==> src/rtl/alkmdseq.sv <==
// alkmdseq: multiply/divide step sequencer for the ALK slice.
// Sequences PRE, N STEP iterations and an optional REM FIX cycle, then DONE.
// All outputs are registered and decoded from the next state.
module alkmdseq #(
  parameter int unsigned CNT_W = 6
) (
  input  logic             clk_h,
  input  logic             reset_h,
  input  logic             start_h,
  input  logic [1:0]       op_h,
  input  logic [1:0]       dsize_h,
  input  logic             stall_h,
  input  logic             alu_sign_h,
  output logic             alpctl_mul_l,
  output logic             alpctl_div_l,
  output logic             alpctl_divdbl_l,
  output logic             alpctl_rem_l,
  output logic             dq_q_shl_l,
  output logic             dq_q_shr_l,
  output logic             alushf_force_sout0_h,
  output logic             alu_sub_h,
  output logic             busy_h,
  output logic             done_h,
  output logic [CNT_W-1:0] step_cnt_h
);

  typedef enum logic [2:0] {
    S_IDLE = 3'd0,
    S_PRE  = 3'd1,
    S_STEP = 3'd2,
    S_FIX  = 3'd3,
    S_DONE = 3'd4
  } state_t;

  localparam logic [1:0] OP_MUL    = 2'b00;
  localparam logic [1:0] OP_DIV    = 2'b01;
  localparam logic [1:0] OP_DIVDBL = 2'b10;
  localparam logic [1:0] OP_REM    = 2'b11;

  state_t           state_q, state_d;
  logic [1:0]       op_q, op_d;
  logic [CNT_W-1:0] cnt_d;
  logic             stall_act;
  logic             mul_d, div_d, divdbl_d, rem_d;
  logic             shl_d, shr_d, force_d, sub_d, busy_d, done_d;

  // Next state, counter and registered-output decode.
  always_comb begin
    state_d   = state_q;
    op_d      = op_q;
    cnt_d     = step_cnt_h;
    mul_d     = 1'b1;
    div_d     = 1'b1;
    divdbl_d  = 1'b1;
    rem_d     = 1'b1;
    shl_d     = 1'b1;
    shr_d     = 1'b1;
    force_d   = 1'b0;
    sub_d     = 1'b0;
    busy_d    = 1'b0;
    done_d    = 1'b0;
    stall_act = stall_h && ((state_q == S_PRE) || (state_q == S_STEP) || (state_q == S_FIX));

    case (state_q)
      S_IDLE: begin
        if (start_h) begin
          state_d = S_PRE;
          op_d    = op_h;
          case (dsize_h)
            2'b00:   cnt_d = CNT_W'(7);
            2'b01:   cnt_d = CNT_W'(15);
            default: cnt_d = CNT_W'(31);
          endcase
        end
      end
      S_PRE: begin
        if (!stall_act) state_d = S_STEP;
      end
      S_STEP: begin
        if (!stall_act) begin
          if (step_cnt_h == '0) begin
            state_d = (op_q == OP_REM) ? S_FIX : S_DONE;
          end else begin
            cnt_d = step_cnt_h - CNT_W'(1);
          end
        end
      end
      S_FIX: begin
        if (!stall_act) state_d = S_DONE;
      end
      S_DONE: begin
        state_d = S_IDLE;
      end
      default: begin
        state_d = S_IDLE;
        cnt_d   = '0;
      end
    endcase

    if (stall_act) begin
      // Frozen cycle: controls quiet, add/subtract (sign history) held.
      busy_d = 1'b1;
      sub_d  = alu_sub_h;
    end else begin
      busy_d  = (state_d == S_PRE) || (state_d == S_STEP) || (state_d == S_FIX);
      done_d  = (state_d == S_DONE);
      force_d = (state_d == S_PRE);
      if ((state_d == S_PRE) || (state_d == S_STEP)) begin
        case (op_d)
          OP_MUL:    mul_d = 1'b0;
          OP_DIVDBL: begin
            div_d    = 1'b0;
            divdbl_d = 1'b0;
          end
          default:   div_d = 1'b0;
        endcase
      end
      if (state_d == S_STEP) begin
        if (op_d == OP_MUL) begin
          shr_d = 1'b0;
        end else begin
          shl_d = 1'b0;
          // Non-restoring: first iteration subtracts, then follows last sign.
          sub_d = (state_q == S_PRE) ? 1'b1 : ~alu_sign_h;
        end
      end
      if (state_d == S_FIX) begin
        rem_d = 1'b0;
        sub_d = ~alu_sign_h;
      end
    end
  end

  // State, latched operation and output registers.
  always_ff @(posedge clk_h) begin
    if (reset_h) begin
      state_q              <= S_IDLE;
      op_q                 <= OP_MUL;
      step_cnt_h           <= '0;
      alpctl_mul_l         <= 1'b1;
      alpctl_div_l         <= 1'b1;
      alpctl_divdbl_l      <= 1'b1;
      alpctl_rem_l         <= 1'b1;
      dq_q_shl_l           <= 1'b1;
      dq_q_shr_l           <= 1'b1;
      alushf_force_sout0_h <= 1'b0;
      alu_sub_h            <= 1'b0;
      busy_h               <= 1'b0;
      done_h               <= 1'b0;
    end else begin
      state_q              <= state_d;
      op_q                 <= op_d;
      step_cnt_h           <= cnt_d;
      alpctl_mul_l         <= mul_d;
      alpctl_div_l         <= div_d;
      alpctl_divdbl_l      <= divdbl_d;
      alpctl_rem_l         <= rem_d;
      dq_q_shl_l           <= shl_d;
      dq_q_shr_l           <= shr_d;
      alushf_force_sout0_h <= force_d;
      alu_sub_h            <= sub_d;
      busy_h               <= busy_d;
      done_h               <= done_d;
    end
  end

endmodule

==> config.mk <==
export PLATFORM = sky130hd
export DESIGN_NAME = alkmdseq
export DESIGN_NICKNAME = d
export VERILOG_FILES = /design/src/rtl/alkmdseq.sv
export SDC_FILE = /design/constraint.sdc
export NUM_CORES = 1
export LEC_CHECK = 0
export ABC_AREA = 1
export BUFFER_PORTS_ARGS = -buffer_cell sky130_fd_sc_hd__buf_4
export CAP_MARGIN = 25
export CORE_MARGIN = 5
export CORE_UTILIZATION = 45
export DETAILED_ROUTE_END_ITERATION = 10
export GPL_TIMING_DRIVEN = 0
export PLACE_DENSITY_LB_ADDON = 0.15
export SLEW_MARGIN = 20
export SYNTH_ARGS = -nofsm -noshare
export SYNTH_HDL_FRONTEND = slang
export SYNTH_SLANG_ARGS = --single-unit
export TNS_END_PERCENT = 1
==> constraint.sdc <==
create_clock -name clk_h -period 1.7 [get_ports clk_h]
set_clock_uncertainty 0.15 [all_clocks]
set_input_delay 0.085 -clock clk_h [delete_from_list [all_inputs] [get_ports clk_h]]
set_output_delay 0.085 -clock clk_h [all_outputs]
set_load 0.02 [all_outputs]
==> reports/qor.yml <==
outcome: "completed"
cp.required_ps: 1770
synth_common_cells: "nand2_1 (28), inv_1 (23), dfxtp_1 (21)"
min_path_cells: 5
netlist_area_um2: 1054
row_count: 17
antenna_cells: 0
rsz0062_at_grt: "true"
finalCriticalPeriod_ps: 1655
cts_tree: "done"
gp_congestion: 0.8663
cts.sinks: 21
grt_pass1_vias: 1003
clk_pin_slew_ps: 120
ys_warn_count: 0
synth_edf_count: 0
timing.rr.end: "alpctl_div_l$_SDFF_PP1_"
hold_class: "input pin to flop"
clk_path_buf_depth: 2
coreArea_um2: 2233
initial_core_util_pct: 47.17
synthCells: 145
grt_max_degree: 14
power_mw: 1.207
antenna_found_initial: 0
regToRegSetupSlack_ps: 50
pre_cts_slack_ps: -76.45
max_freq_mhz: 604.4
drt_iter0_markers: 41
ys_seq_area_share_pct: 39.90
period_share_pct: 97.33
regArea_um2: 427.9
postRouteAntennaNets: 0
root_buffer: "clkbuf_4"
cts_buffers: 3
crit_fanout: 8
vdd.ir_drop.worst_mv: 0.7734
nFillCells: 209
cp-start-kind: "flop"
cpMostUsedCell: "nand2_2"
crit_type: "flop to flop"
final_util_pct: 63.19
fin_cells: 207
setup_ws_ps: 45.36
hold_path_startpoint: "dsize_h[1]"
areaGrowthSynthToFinish_pct: 33.97
synth_area_leaders: "dfxtp_1 (40%), nand2_1 (10%), inv_1 (8.2%)"
die_x_um: 58.39
cp.arrival_ps: 1720
report.final.setup_viol: 0
end_kind: "flop"
first_pass_iters: 4
maxSlewHeadroom_pct: 72.85
vias_per_cell: 4.990
die-area_um2: 3409
multi_input_area_um2: 578.1
fin_setup_tns_ps: 0
clkLatencyLatePin_ps: 310
syn_area_per_cell_um2: 7.266
drive_gt1_share_pct: 31.28
r2r_start: "state_q[0]$_SDFF_PP0_"
io_pins: 25
final-max-slew-violation-count: 0
grt_overflow_total: 0
whs_endpoint: "step_cnt_h[4]$_SDFFE_PP0P_"
post-dp-hpwl_mm: 1.820
synth_most_common_cell: "nand2_1"
final-hold-violation-count: 0
grt_use_total_pct: 16.01
ys.flop_type: "dfxtp_1"
syn_nets: 156
drt_wl_total_mm: 2.529
netlist.area_leader.share_pct: 39.90
io_buffers: 23
dp.cells: 196
async_reset_ff_share_pct: 0
nets: 191
grt_pass1_wl_mm: 4.298
reg2reg_depth: 9
max-cap-violations: 0
synth_cell_types: 27
worst_slew_pin_slew_ps: 407.3
ys_ff_latch: 21
yosys.area.top_type: "dfxtp_1"
wire_per_inst_um: 12.22
vias: 1033
htree_levels: 1
cp_slowest_stage_delay_ps: 340
p_per_area_nw_per_um2: 855.2
drc_errors: 0
crit_path_cell_trace: "buf_6, nor3_4, nand2_2, nor2_4, nand2_2, nand3_4, nand2_4, o21ai_4, nand2_1"
die_h_um: 58.39
cpMaxStageDelayCell: "dfxtp_2"
power_leakage_nw: 0.6711
## cell families (layout without fill, tap and decap cells)
logic type / Yosys count / in the layout / synth area share, %
xor+xnor: 1 / 1 / 0.8315
flops: 21 / 21 / 39.90
simple gates: 64 / 64 / 29.22
buf+inv: 26 / 60 / 9.975
fa+ha+maj: 2 / 2 / 2.375
compound gates: 31 / 31 / 17.70
## through the flow
| step | hold WS (ps) | instance area, um^2 |
|---|---|---|
| 3_3_place_gp | 207.7 | 1262 |
| 3_5_place_dp | 219.4 | 1262 |
| 5_1_grt | 78.83 | 1411 |
| 2_1_floorplan | 99.73 | 1055 |
| 4_1_cts | 19.49 | 1358 |
| 6_report | 37.40 | 1411 |
## flip-flops by register name, summed over array words and instances (netlist names)
signal	count
dq_q_shr_l	1
done_h	1
busy_h	1
alushf_force_sout0_h	1
dq_q_shl_l	1
alpctl_rem_l	1
state_q	3
alpctl_div_l	1
op_q	2
alu_sub_h	1
alpctl_mul_l	1
alpctl_divdbl_l	1
step_cnt_h	6
## critical path, delay by kind of cell, from the launching register on
| family | cells | cell delay [ps] |
|---|---|---|
| AO/OA/AOI/OAI | 1 | 150 |
| buffers and inverters | 1 | 140 |
| flip-flops | 1 | 340 |
| AND/OR/NAND/NOR | 7 | 780 |
## layout by cell type, fill, tap and decap left out, types with 4 or more instances in the layout
cell type,n
dlygate4sd3_1,4
a21oi_1,12
nor2_1,12
nand2_1,27
dfxtp_1,17
nor2_2,6
nand3_1,6
o21ai_0,9
inv_1,23
buf_4,26
## power breakdown
group	switching (mW)	leakage, nW	internal [mW]
clock	0.164	0.0139	0.0899
combinational	0.239	0.483	0.151
sequential	0.0319	0.174	0.531
## repair_timing
action | in CTS | in global routing
endpoints found under the hold margin | 9 | 0
endpoints found under the setup margin | 6 | 11
setup buffers | 2 | 1
pin swaps | 1 | 2
hold buffers | 4 | 0
gates resized for setup | 4 | 14
## metal layers
metal / global-route usage (%) / wire [um]
met1: 19.60 / 1110
met2: 27.75 / 1289
met3: 4.167 / 116
met4: 3.974 / 12
met5: 0 / 0
## cell type report
cell class | instances | area share (%)
Buffer | 2 | 1.064
Clock buffer | 3 | 1.596
Clock inverter | 1 | 0.5319
Inverter | 24 | 6.383
Multi-Input combinational cell | 98 | 40.96
Sequential cell | 21 | 30.32
Tap cell | 28 | 2.482
Timing Repair Buffer | 30 | 16.67
## worst max path at each step
stage	start	to	slack [ps]	depth (start not counted)
2_1_floorplan	step_cnt_h[1]$_SDFFE_PP0P_	alpctl_mul_l$_SDFF_PP1_	30	8
3_3_place_gp	state_q[0]$_SDFF_PP0_	alpctl_mul_l$_SDFF_PP1_	-40	9
3_5_place_dp	state_q[0]$_SDFF_PP0_	alpctl_mul_l$_SDFF_PP1_	-80	9
4_1_cts	state_q[0]$_SDFF_PP0_	alpctl_div_l$_SDFF_PP1_	10	7
5_1_grt	step_cnt_h[0]$_SDFFE_PP0P_	step_cnt_h[2]$_SDFFE_PP0P_	-50	9
6_report	state_q[0]$_SDFF_PP0_	alpctl_div_l$_SDFF_PP1_	50	9
No activity file was read; power rests on OpenSTA's default activity.
